## config.mk

```make
export PLATFORM = sky130hd
export DESIGN_NAME = m81
export DESIGN_NICKNAME = d
export VERILOG_FILES = /design/src/rtl/m81.sv
export SDC_FILE = /design/constraint.sdc
export NUM_CORES = 1
export LEC_CHECK = 0
export CORE_MARGIN = 2
export CORE_UTILIZATION = 40
export DETAILED_ROUTE_END_ITERATION = 8
export PLACE_DENSITY = 0.79
export SLEW_MARGIN = 20
export SYNTH_ARGS = -nofsm -noshare
export SYNTH_HDL_FRONTEND = slang
export SYNTH_SLANG_ARGS = --single-unit
```

## constraint.sdc

```tcl
create_clock -name clk -period 2.15 [get_ports clk]
set_input_delay 0.5375 -clock clk [delete_from_list [all_inputs] [get_ports clk]]
set_output_delay 0.5375 -clock clk [all_outputs]
set_load 0.02 [all_outputs]
```

## src/rtl/m81.sv

```systemverilog
// 8:1 single-bit multiplexer with registered output/select copies and a
// saturating counter of select changes.
module m81 #(
  parameter int CNT_W = 8
) (
  input  logic             clk,
  input  logic             rst_n,
  input  logic             D0,
  input  logic             D1,
  input  logic             D2,
  input  logic             D3,
  input  logic             D4,
  input  logic             D5,
  input  logic             D6,
  input  logic             D7,
  input  logic             S0,
  input  logic             S1,
  input  logic             S2,
  output logic             out,
  output logic             out_q,
  output logic [2:0]       sel_q,
  output logic             sel_chg,
  output logic [CNT_W-1:0] chg_cnt
);

  localparam logic [CNT_W-1:0] CNT_MAX = {CNT_W{1'b1}};
  localparam logic [CNT_W-1:0] CNT_ONE = {{(CNT_W-1){1'b0}}, 1'b1};

  function automatic logic [CNT_W-1:0] sat_inc(input logic [CNT_W-1:0] val);
    return (val == CNT_MAX) ? val : val + CNT_ONE;
  endfunction

  logic [7:0]       d_p0;
  logic [2:0]       sel_p0;
  logic             changed_p0;

  logic             out_p1;
  logic [2:0]       sel_p1;
  logic             chg_p1;
  logic [CNT_W-1:0] cnt_p1;

  // stage p0: purely combinational select, independent of clk and rst_n
  assign d_p0       = {D7, D6, D5, D4, D3, D2, D1, D0};
  assign sel_p0     = {S2, S1, S0};
  assign out        = d_p0[sel_p0];
  assign changed_p0 = (sel_p0 != sel_p1);

  // stage p1: registered copies and change tracking
  always_ff @(posedge clk or negedge rst_n) begin
    if (!rst_n) begin
      out_p1 <= 1'b0;
      sel_p1 <= 3'b000;
      chg_p1 <= 1'b0;
      cnt_p1 <= '0;
    end else begin
      out_p1 <= out;
      sel_p1 <= sel_p0;
      chg_p1 <= changed_p0;
      if (changed_p0) cnt_p1 <= sat_inc(cnt_p1);
    end
  end

  assign out_q   = out_p1;
  assign sel_q   = sel_p1;
  assign sel_chg = chg_p1;
  assign chg_cnt = cnt_p1;

endmodule

```

==> results.json <==
{
  "status": "finished clean",
  "layout_commonest_cell": "clkdlybuf4s50_1",
  "clk_path_buf_depth": 2,
  "synth_top_area_cell": "dfrtp_1",
  "whs_ns": 0.4984,
  "drc": 0,
  "cap_violations": 0,
  "crit_chain": "clkdlybuf4s15_1 > mux4_2 > mux2_4 > buf_6",
  "wl_per_cell_um": 16.15,
  "chipWidth_um": 44.41,
  "critPathBufInv": 2,
  "final_antenna_net_count": 0,
  "first_pass_iters": 4,
  "crit_cells": 4,
  "cts_resized": 32,
  "clock_skew_ns": 0.003580,
  "final_cell_mix": "clkdlybuf4s50_1 (15), dfrtp_1 (13), buf_4 (7)",
  "power_mw": 1.132,
  "vias": 550,
  "cts_tree": "done",
  "vias_per_cell": 5.556,
  "htree_levels": 1,
  "pin_count": 27,
  "slew_viol_final": 0,
  "cp_max_fo": 2,
  "synthCells": 48,
  "port_buffers": 26,
  "ys_seq_area_share_pct": 49.81,
  "post_cts_buffers": 0,
  "dieHeight_um": 44.41,
  "synth_fp_nets": 62,
  "fin_nets": 98,
  "final-seq-area_sq_um": 325.3,
  "antenna_cells": 0,
  "fin_crit_sh_pct": 98.61,
  "grt_overflow": 0,
  "clock_sinks": 13,
  "ff2ff_path_depth": 4,
  "grt_pass1_vias": 523,
  "area_growth_pct": 48.28,
  "start_util_pct": 42.86,
  "place_congestion": 0.7088,
  "synth_cell_type_count": 23,
  "wl_um": 1599,
  "slew-limit-headroom_pct": 59.92,
  "ys.warnings.count": 0,
  "worst_slack_ns": 0.02982,
  "ys_ff_latch": 13,
  "worst_pin_slew_ns": 0.5993,
  "numCtsBuffers": 3,
  "end_kind": "output pin",
  "setup_violations": 0,
  "fillers": 132,
  "cp_slowest_cell": "mux4_2",
  "crit_arrival_ns": 1.58,
  "dp.cells": 95,
  "drtIter0Drc": 15,
  "design.core.area_sq_um": 1524,
  "grt_start_max_net_pins": 14,
  "synth_area_per_cell_sq_um": 13.61,
  "cts_root_buffer": "clkbuf_4",
  "critPathKind": "input pin to output pin",
  "rsz0062_at_grt": "no",
  "cts.clk_slew.worst_paths_ns": 0.08,
  "fp-row-count": 14,
  "hold_buffers": 0,
  "power_density_nw_per_um2": 1169,
  "synth_top_area_share_pct": 49.81,
  "fin_crit_ns": 2.120,
  "reg2reg_from": "chg_cnt[0]",
  "antenna_found_initial": 0,
  "post-place-ws_ns": -0.8618,
  "layout-drive-gt1-share_pct": 27.71,
  "hold_path_class": "input pin to flop",
  "finalHoldViolCount": 0,
  "grt_pass1_wl_um": 2622,
  "multi_input_area_sq_um": 312.8,
  "slowest_delay_ns": 0.46,
  "dp.final_hpwl_um": 1186,
  "fmax_mhz": 471.7,
  "crit_end": "out",
  "final_cell_count_no_fill": 99,
  "yosys-top-cells-area": "dfrtp_1 (50%), mux4_1 (8.0%), mux2_4 (4.6%), xnor2_1 (4.0%), nand4_4 (3.3%)",
  "tns_ns": 0,
  "required_ns": 1.61,
  "clkLatencyLatePin_ns": 0.29,
  "path_delay_family": "multiplexers",
  "crit_path_start": "D7",
  "leakage_nw": 0.4097,
  "rrSetupSlack_ns": 0.62,
  "vdd_drop_max_mv": 0.6288,
  "reg2reg_to": "chg_cnt[1]",
  "grtUsageTotal_pct": 19.88,
  "syn_area_sq_um": 653.1,
  "crit_path_start_kind": "input pin",
  "dieArea_sq_um": 1972
}
-- final cells by class --
class	count	area share (%)
repair buffers	32	29.33
clock buffers	4	2.713
flip-flops and latches	13	33.59
multi-input cells	34	32.30
well taps	16	2.067
-- registers in the layout (all words and copies together), names as in the netlist --
signal,count
out_q,1
chg_cnt,8
sel_chg,1
sel_q,3
-- logic make-up after synthesis --
logic type                 synth area share (%)
and+or+nand+nor                           13.79
adders and majority gates                 1.915
buffers and inverters                     1.724
xor gates and xnor gates                  5.365
AOI/OAI and AO/OA                         11.30
DFF                                       49.81
muxes                                     16.09
-- metal layers --
metal / vias to the layer above / share of wire, % / GRT usage [%] / wire length (um)
met5: - / 0 / 0 / 0
met2: 15 / 52 / 31.47 / 825
li1: 258 / - / - / -
met4: 0 / 2.8 / 14.55 / 44
met1: 272 / 42 / 24.67 / 678
met3: 5 / 3.2 / 2.857 / 51
-- cells in the mapped netlist --
| master | n |
|---|---|
| mux2_4 | 2 |
| nor2b_1 | 1 |
| nand2_1 | 3 |
| nand4_4 | 1 |
| xnor2_1 | 3 |
| nand3_2 | 1 |
| a41oi_1 | 2 |
| mux4_1 | 2 |
| ha_1 | 1 |
| mux2_2 | 1 |
| xor2_1 | 1 |
| and4_1 | 1 |
| a31oi_1 | 3 |
| mux2_1 | 1 |
| nor2_1 | 1 |
| nand3_1 | 2 |
| a21oi_1 | 3 |
| and3_1 | 2 |
| o21a_4 | 1 |
| o21a_1 | 1 |
| dfrtp_1 | 13 |
| nand4_1 | 1 |
| buf_6 | 1 |
-- metrics by stage --
step                      util [%]  area [sq um]
after floorplan                  -         653.1
after global placement       63.46         967.2
after detailed placement     63.46         967.2
after CTS                    64.29         979.7
after global routing         63.55         968.4
final                        63.55         968.4
-- worst min-delay path by stage --
| stage | startpoint | to | slack [ns] | depth (start not counted) |
|---|---|---|---|---|
| floorplan | rst_n | chg_cnt[0] | 0.24 | 0 |
| global placement | chg_cnt[0] | chg_cnt[0] | 0.52 | 1 |
| detailed placement | chg_cnt[0] | chg_cnt[0] | 0.52 | 1 |
| CTS | S0 | sel_q[0] | 0.53 | 2 |
| global route | S0 | sel_q[0] | 0.51 | 2 |
| finish | S0 | sel_q[0] | 0.50 | 2 |
-- where the power goes --
| group | switching, mW | total, mW | internal [mW] |
|---|---|---|---|
| clock | 0.0888 | 0.161 | 0.0723 |
| sequential | 0.108 | 0.433 | 0.324 |
| combinational | 0.254 | 0.538 | 0.284 |
(Power assumes the default switching activity.)
